$ cat config.mk
export PLATFORM = sky130hd
export DESIGN_NAME = serial_adder_ctrl
export DESIGN_NICKNAME = d
export VERILOG_FILES = /design/src/rtl/serial_adder_ctrl.sv
export SDC_FILE = /design/constraint.sdc
export NUM_CORES = 1
export LEC_CHECK = 0
export CAP_MARGIN = 20
export CORE_MARGIN = 5
export CORE_UTILIZATION = 37
export CTS_CLUSTER_DIAMETER = 100
export DETAILED_ROUTE_END_ITERATION = 6
export SLEW_MARGIN = 20
export SYNTH_ARGS = -nofsm -noshare
export SYNTH_HDL_FRONTEND = slang
export SYNTH_SLANG_ARGS = --single-unit
$ cat constraint.sdc
create_clock -name clk -period 1.8 [get_ports clk]
set_input_delay 0.45 -clock clk [delete_from_list [all_inputs] [get_ports clk]]
set_output_delay 0.45 -clock clk [all_outputs]
set_load 0.1 [all_outputs]
$ cat src/rtl/serial_adder_ctrl.sv
`default_nettype none
// +----------------------------------------------------------------------------+
// | serial_adder_ctrl                                                          |
// | Bit-serial adder sequencer: two half-adder cells stepped LSB-first, one    |
// | bit per clock, with valid/ready handshakes on operands and result.         |
// | Optional macro: SERIAL_SUB_EN (two's-complement subtract via ~b, cin=1).   |
// | Revision: 1.0                                                              |
// +----------------------------------------------------------------------------+
module serial_adder_ctrl #(
  parameter int WIDTH = 8
) (
  input  logic             clk,
  input  logic             rst,
  input  logic             in_valid,
  output logic             in_ready,
  input  logic [WIDTH-1:0] a,
  input  logic [WIDTH-1:0] b,
  input  logic             sub,
  output logic             out_valid,
  input  logic             out_ready,
  output logic [WIDTH-1:0] sum,
  output logic             carry,
  output logic             busy
);

  localparam int              c_CW   = (WIDTH > 1) ? $clog2(WIDTH) : 1;
  localparam logic [c_CW-1:0] c_LAST = c_CW'(WIDTH - 1);

  localparam logic [1:0] c_IDLE = 2'd0;
  localparam logic [1:0] c_RUN  = 2'd1;
  localparam logic [1:0] c_DONE = 2'd2;

  logic [1:0]       r_state;
  logic [1:0]       w_state_nxt;
  logic [c_CW-1:0]  r_cnt;
  logic [WIDTH-1:0] r_op_a;
  logic [WIDTH-1:0] r_op_b;
  logic [WIDTH-1:0] r_sum;
  logic             r_c;

  logic             w_accept;
  logic             w_last;
  logic             w_s1;
  logic             w_c1;
  logic             w_bit;
  logic             w_c2;
  logic             w_cn;
  logic [WIDTH-1:0] w_sum_nxt;
  logic [WIDTH-1:0] w_b_in;
  logic             w_cin;

`ifdef SERIAL_SUB_EN
  assign w_b_in = sub ? ~b : b;
  assign w_cin  = sub;
`else
  logic w_unused_sub;
  assign w_unused_sub = sub;
  assign w_b_in       = b;
  assign w_cin        = 1'b0;
`endif

  assign w_accept = in_valid && in_ready;
  assign w_last   = (r_cnt == c_LAST);

  // Two cascaded half adders form the shared 1-bit full adder.
  assign w_s1  = r_op_a[0] ^ r_op_b[0];
  assign w_c1  = r_op_a[0] & r_op_b[0];
  assign w_bit = w_s1 ^ r_c;
  assign w_c2  = w_s1 & r_c;
  assign w_cn  = w_c1 | w_c2;

  generate
    if (WIDTH == 1) begin : g_sum_w1
      assign w_sum_nxt = w_bit;
    end else begin : g_sum_wn
      assign w_sum_nxt = {w_bit, r_sum[WIDTH-1:1]};
    end
  endgenerate

  always_ff @(posedge clk) begin
    if (rst) begin
      r_state <= c_IDLE;
    end else begin
      r_state <= w_state_nxt;
    end
  end

  always_comb begin
    w_state_nxt = r_state;
    case (r_state)
      c_IDLE:  if (w_accept) w_state_nxt = c_RUN;
      c_RUN:   if (w_last) w_state_nxt = c_DONE;
      c_DONE:  if (out_ready) w_state_nxt = c_IDLE;
      default: w_state_nxt = c_IDLE;
    endcase
  end

  always_comb begin
    in_ready  = (r_state == c_IDLE);
    out_valid = (r_state == c_DONE);
    busy      = (r_state == c_RUN) || (r_state == c_DONE);
  end

  // The carry register doubles as the registered carry-out once RUN ends.
  always_ff @(posedge clk) begin
    if (rst) begin
      r_cnt  <= '0;
      r_op_a <= '0;
      r_op_b <= '0;
      r_sum  <= '0;
      r_c    <= 1'b0;
    end else if (w_accept) begin
      r_cnt  <= '0;
      r_op_a <= a;
      r_op_b <= w_b_in;
      r_sum  <= '0;
      r_c    <= w_cin;
    end else if (r_state == c_RUN) begin
      r_cnt  <= r_cnt + c_CW'(1);
      r_op_a <= r_op_a >> 1;
      r_op_b <= r_op_b >> 1;
      r_sum  <= w_sum_nxt;
      r_c    <= w_cn;
    end
  end

  assign sum   = r_sum;
  assign carry = r_c;

endmodule
`default_nettype wire
# ---- Word level (Yosys, flattened, before mapping)
# Index checks and enable logic that the tools add are counted.
dict set report classes {
  n_reduce_logical 6
  muxes 8
  bitwise_logic 5
  addsub 1
  n_eq_ne 6
}
# cell n
set op_table {}
lappend op_table {{two-way mux 8 bit} 4}
lappend op_table {{two-way mux 2 bit} 3}
lappend op_table {{case mux 2 bit (3 select lines)} 1}
lappend op_table {{!= test 2 x 1 -> 1 bit, second input constant} 2}
lappend op_table {{adder 3 x 1 -> 3 bit, second input constant} 1}
lappend op_table {{equality test 3 bit, second input constant} 1}
lappend op_table {{AND reduction 3 bit} 1}
lappend op_table {{AND 1 bit} 2}
lappend op_table {{equality test 2 x 1 -> 1 bit, second input constant} 1}
lappend op_table {{equality test 2 bit, second input constant} 1}
lappend op_table {{logical NOT 2 bit} 1}
lappend op_table {{!= test 2 bit, second input constant} 1}
lappend op_table {{nonzero test 2 bit} 1}
lappend op_table {{OR reduction 2 bit} 1}
lappend op_table {{XOR 1 bit} 2}
lappend op_table {{logical AND 1 bit} 1}
lappend op_table {{logical OR 1 bit} 1}
lappend op_table {{OR 1 bit} 1}
dict set report totals {
  inputBits 21
  elab_cells 32
  reg_bits 30
  out_inout_bits 12
}

# ---- Depth between registers and ports, before layout
dict set report logic_depth {
  depth_word 4
  depth_mapped 6
}

# ---- Worst setup path after synthesis
# OpenSTA, ideal clock, no wires.
dict set report synth_path {
  path_type {register -> register}
  startpoint {reg r_state[0]}
  endpoint {reg r_c (netlist: carry)}
  setup_ns 0.128
  arrival_ns 1.962
  period_less_slack_ns 2.090
  setup_slack_ns -0.290
  path_stages_with_launch 7
  path_buffers 1
  path_cell_list {dfxtp_1 > inv_1 > ha_1 > nand2_1 > nand2b_1 > clkbuf_1 > nor2_1}
}
dict set report synth_between {
  elab_chain_cells 3
}
# item line
set synth_lines {}
lappend synth_lines {{from (decl)} 33} ;# logic [1:0] r_state;
lappend synth_lines {{from (signal assigned)} 82} ;# r_state <= c_IDLE;
lappend synth_lines {{from (signal assigned)} 84} ;# r_state <= w_state_nxt;
lappend synth_lines {{logical NOT 2 bit} 99} ;# in_ready = (r_state == c_IDLE);
lappend synth_lines {{net in_ready} 15} ;# output logic in_ready,
lappend synth_lines {{logical AND 1 bit} 62} ;# assign w_accept = in_valid && in_ready;
lappend synth_lines {{OR reduction 2 bit (no line)} -}
lappend synth_lines {{to (signal assigned)} 117} ;# r_c <= w_cin;
lappend synth_lines {{to (signal assigned)} 123} ;# r_c <= w_cn;
lappend synth_lines {{to (decl)} 39} ;# logic r_c;
# The timed path passes the listed nets, and every way through them passes these cells.
# A chain may end at the register's enable or synchronous reset.

# ---- Final worst setup path
dict set report layout_path {
  startpoint {reg r_state[1]}
  endpoint {out busy}
}
dict set report layout_between {
  elab_chain_cells 2
}
# item line
set layout_lines {}
lappend layout_lines {{equality test 2 x 1 -> 1 bit / equality test 2 bit (equally long branches)} 101} ;# busy = (r_state == c_RUN) || (r_state == c_DONE);
lappend layout_lines {{logical OR 1 bit (*)} 101}
lappend layout_lines {{to (decl)} 23} ;# output logic busy
# Mark *: on every way between the ends. The rest lies on a longest branch, timed or not.

==> results by group <==
STA
  – Worst Tran Pin Value: between 0.2 and 0.3 ns
  – Final setup vio count: 0
  – Max Slew Vio Count: 0
  – TNS Setup: 0 ns
  – Clk_skew: about 0.0046 ns
  – Max Clk Rate: between 500 and 600 MHz
  – Slew headroom: 0.817
  – Min Tclk post-route: around 1.7 ns
  – Final Cycle Share: 0.943
  – Endpoints failing hold: 0
  – Unrepaired setup endpoints after global routing: no

Layout
  – Share of layout cells above drive strength 1: 0.199
  – Final Net Count: slightly below 200
  – Area delta synth->final: 50.4%
  – Ant diodes: 0
  – Filler cells: 293
  – Design Area, Final: between 1500 and 2000 um^2
  – Most frequent cells in the layout: mux2i_1, dfxtp_1, nor2_1
  – Fin cells: between 200 and 250

Status
  – Run status: finished, final reports clean

Placed design
  – Placed cells: 209
  – RD Place Congestion: between 0.7 and 0.8
  – Dpl hpwl: approximately 2 mm
  – Dpl cell area: ~1900 um^2
  – Port-buffer cells: 31

Worst setup path
  – Worst Setup Path Type: register to primary output
  – Critical Path Source Type: register
  – CP Capture Type: primary output
  – Worst EP required: between 1 and 1.5 ns
  – Crit path max fanout: 3
  – CP Data Arrival Time: between 1 and 1.5 ns

Clocking
  – CTS root buffer: clkbuf_4
  – H-tree Lvls: 2
  – # Post-CTS Setup Buffers: 0
  – Clock sink count: 30
  – Latest clock arrival within the worst-skew pair: approximately 0.33 ns
  – CTS tree: yes
  – CTS buffer count: 5
  – Clk slew on worst S/H paths: ~0.1 ns
  – Clk buf depth: 2

Route
  – Via count: around 1,000
  – Initial DRC count: 45
  – Avg Vias per Cell: 4.70
  – DR DRC count: 0
  – Drt first pass iters: 4
  – Final ANT Viol Nets: 0
  – WL per Instance: approximately 13 um
  – Drt total wl: between 2 and 3 mm

GRT
  – Global-route wire length before repair: 4.71 mm
  – Number of global-route vias before repair: about 1,100
  – Initial antenna violation count: 0
  – Grt total ovfl: 0
  – Pin count of the biggest net entering global routing: 21
  – Total track usage: 0.121

Job
  – Max Cap Viol: 0

Synthesis
  – Adder-cell share of the synthesized area: 0.0720
  – Simple-gate area share of the yosys netlist: 0.119
  – Main combinational cell family by area after synthesis: multiplexers
  – Post-Syn Area: roughly 1300 um^2
  – Multiplexer share of the synthesized area: 0.205
  – Warnings, synthesis: 0
  – Compound-Gate Fraction of Synth Area: 0.0947
  – Register area share after synthesis: 0.455
  – Average size of a mapped cell: roughly 10 um^2
  – Syn nets: 160
  – #FFs+latches synth: 30
  – Post-Synth XOR/XNOR Area: 0.00663
  – Post-Synthesis Cells: ~130
  – Netlist cell types: 18

Power and ir drop
  – P per Cell Area: ~1400 nW/um^2
  – P_leak: about 0.00078 uW
  – Worst vdd ir: ~0.67 mV

Floorplan
  – Die width: approximately 70 um
  – Die Y: between 60 and 70 um
  – Top-Level Pins: 33
  – Die Area: around 4900 um^2
  – Core ar.: between 3000 and 4000 um^2
  – Site Rows: 21
  – Initial Util: 0.390

Worst hold path
  – Worst hold path class: register to register
-- area by class of cell --
cell class	instances	area, um^2	area share
multi-input combinational	88	672	0.338
sequential	30	604	0.304
inverter	5	18.8	0.00945
clock buffer	6	51.3	0.0258
tap	46	57.6	0.0290
clock inverter	2	60.1	0.0302
timing repair buffer	40	523	0.263
-- routing by layer --
layer	track usage	up-vias	routed length [um]
met4	0.0447	0	42
met3	0.0638	6	142
met1	0.144	466	1240
met2	0.184	18	1310
met5	0	-	0
li1	-	530	-
-- final timing paths --
kind	depth (start not counted)	from	to	slack (ns)
max	3	r_state[1]	busy	0.10
min	2	r_state[1]	r_state[1]	0.49
max reg2reg	5	r_state[1]	r_op_a[4]	0.38
min reg2reg	2	r_state[1]	r_state[1]	0.49
-- worst max-delay path: stages, from the launching register on --
cell and delay [ns]:
dfxtp_2 0.36, inv_1 0.10, ha_4 0.29, buf_12 0.16
-- cell usage after synthesis (all sizes together) --
cell type  count  area [um^2]
a211oi        14          105
a21oi          2         10.0
a222oi         1         10.0
buf            6         33.8
clkbuf         3         11.3
dfxtp         30          601
fa             1         20.0
ha             6         75.1
inv            5         18.8
mux2i         27          270
nand2          1         3.75
nand2b         5         31.3
nand3          2         10.0
nand3b         2         15.0
nor2          26         97.6
xnor2          1         8.76
-- stage by stage --
step	util	hold WS, ns	total power [uW]	setup WS [ns]
global placement	0.550	0.470	2110	0.0574
CTS	0.583	0.498	2880	0.0258
detailed placement	0.550	0.477	2150	0.00295
floorplan	-	0.460	1760	0.0703
finish	0.586	0.491	2870	0.102
global route	0.586	0.525	3040	0.0342
-- sequential cells by signal, summed over array words and instances, names as in the netlist --
register / flops
r_op_a: 8
r_op_b: 8
sum: 8
r_cnt: 3
r_state: 2
carry: 1
-- cell families after synthesis --
logic type | after synthesis
muxes | 27
xor gates and xnor gates | 1
buffers and inverters | 14
adders and majority gates | 7
AOI/OAI and AO/OA | 17
and+or+nand+nor | 36
DFF | 30
-- timing repair --
item	in CTS	in global routing
resized for setup	2	1
setup endpoints to repair	1	1
hold buffers	0	0
-- report_power, final --
part / internal, uW / leakage, uW / switching, uW / total [uW]
Clock: 470 / 0.0000585 / 242 / 713
Combinational: 573 / 0.000473 / 698 / 1270
Sequential: 802 / 0.000247 / 85.8 / 888
Total: 1850 / 0.000778 / 1030 / 2870
Note: power is estimated with default switching activity, not from simulation.
==> RTL change, RTL diff (config.mk and constraints unchanged) <==
The parameter `WIDTH` goes from 8 to 4.
--- a/src/rtl/serial_adder_ctrl.sv
+++ b/src/rtl/serial_adder_ctrl.sv
@@ -8,5 +8,5 @@
 // +----------------------------------------------------------------------------+
 module serial_adder_ctrl #(
-  parameter int WIDTH = 8
+  parameter int WIDTH = 4
 ) (
   input  logic             clk,
Interface: changed (resized a, b and sum); port bits go from 33 to 21. The function was not compared with the original's and may differ.
==> RTL change against the original RTL <==
  * First-iteration DRC count is 69% lower
  * Area after synthesis is 39% lower
  * Sequential cell count is 13 lower
  * Setup slack worse by 14 ps
  * Largest power group unchanged
  * Highest routed layer unchanged
  * Register-to-register slack hardly changed
  * Largest cell class unchanged
  * Synthesized cell count is 39% lower
  * Combinational power is 26% lower
  * Total power is 42% lower
  * Worst hold slack better by 9.3 ps
  * Count of clock-buffer cells in the layout is 3 lower
  * Wire length is 42% lower
  * Utilization is 1.1 points lower
  * Cell area is 41% lower
  * Sequential power is 42% lower
==> RTL change: results (changes against the original RTL) <==
Route
  – Routed WL: 1580 um (-42%)
  – Post-Route M1 WL: 817 um (-34%)
  – Initial drt markers: 14 (-69%)
  – Met3 routed wirelength: 91 um (-36%)
  – Met2 WL: 647 um (-50%)

Final layout
  – Finished Layout Cells: 132 (-39%)
  – Share of cells above drive strength 1: 21.9% (+2.0 points)
  – Fill count: 186 (-37%)

Global route
  – Pin count of the biggest net entering global routing: 16 (-24%)
  – Met2 usage: 14.9% (-3.6 points)
  – Initial antenna violation count: 0 (unchanged)
  – Global Route Usage Sum: 11.0% (-1.1 points)
  – Met3 usage: 4.36% (-2.0 points)
  – First-pass GRT wire length: 2730 um (-42%)
  – Met1 usage: 14.6% (+0.18 points)

Pwr
  – Gate power share: 57.0% (+13 points)
  – Peak VDD IR: 715 uV (+6.7%)
  – P_leak: 0.465 nW (-40%)
  – Clk pwr: 0.200 mW (-72%)
  – P_int: 0.937 mW (-49%)

Worst setup path
  – Crit path max-delay family: adder cells
  – FF-to-FF End: r_state[0]
  – Critical path peak fanout: 4 (+1)
  – Worst R2R Start: r_state[0]
  – Crit path max-delay cell type: ha_2

Clock tree
  – H-tree depth: 1 (-1)
  – Num CTS Buffers: 3 (-2)
  – Clock latency on the worst-skew pair: 290 ps (-40 ps)
  – CTS resizes: 0 (-2)

Placed design
  – DP HPWL: 1210 um (-41%)
  – PortBufs: 19 (-39%)
  – Pre-CTS setup slack: 79.9 ps (+76.9 ps)
  – Placed cell area: 1130 um^2 (-39%)
  – Gp weighted congestion: 0.661 (-9.2%)

Synthesis
  – Post-synthesis cell type count: 17 (-1)
  – Synth Net Count: 100 (-38%)
  – Post-Synth Adder-Cell Area: 11.9% (+4.7 points)
  – Xor-xnor portion of the synthesized cell area: 1.09% (+0.43 points)
  – Most area-consuming cells after synthesis: dfxtp_1 (43%), mux2i_1 (18%), ha_1 (9.4%), nor2_1 (6.1%), a211oi_1 (5.6%)
  – Syn Inst Count: 80 (-39%)
  – Most frequent cells after synthesis: dfxtp_1 (17), mux2i_1 (14), nor2_1 (13), a211oi_1 (6), ha_1 (6)
  – Mux cell area share after synthesis: 17.5% (-3.0 points)
  – Sequential area share after synthesis: 42.5% (-3.0 points)

STA
  – Hold slack: 500 ps (+9.30 ps)
  – Skew final: 6.62 ps (+1.99 ps)
  – Worst slew pin tran: 285 ps (+10.7 ps)

Outcome
  – Outcome: finished clean
RTL change: cell types whose count changed in the layout (fill, tap and decap cells not counted), sizes merged:
cell	before	now
nor2	26	13
a211oi	14	6
clkinv	0	1
clkdlybuf4s50	19	11
clkbuf	6	3
dfxtp	30	17
buf	21	14
bufinv	2	0
mux2i	27	14
RTL change: cell families after synthesis:
kind of cell    after synthesis
simple gates                 23
flops                        17
mux                          14
compound gates                9
buf+inv                       9
fa+ha+maj                     7
xor+xnor                      1
RTL change: layout make-up:
| class | instances | area [um^2] | share of cell area [%] |
|---|---|---|---|
| Tap cell | 27 | 33.8 | 2.91 |
| Clock inverter | 1 | 5.00 | 0.431 |
| Clock buffer | 3 | 22.5 | 1.94 |
| Inverter | 5 | 18.8 | 1.61 |
| Sequential cell | 17 | 344 | 29.6 |
| Timing Repair Buffer | 25 | 315 | 27.1 |
| Multi-Input combinational cell | 54 | 423 | 36.4 |
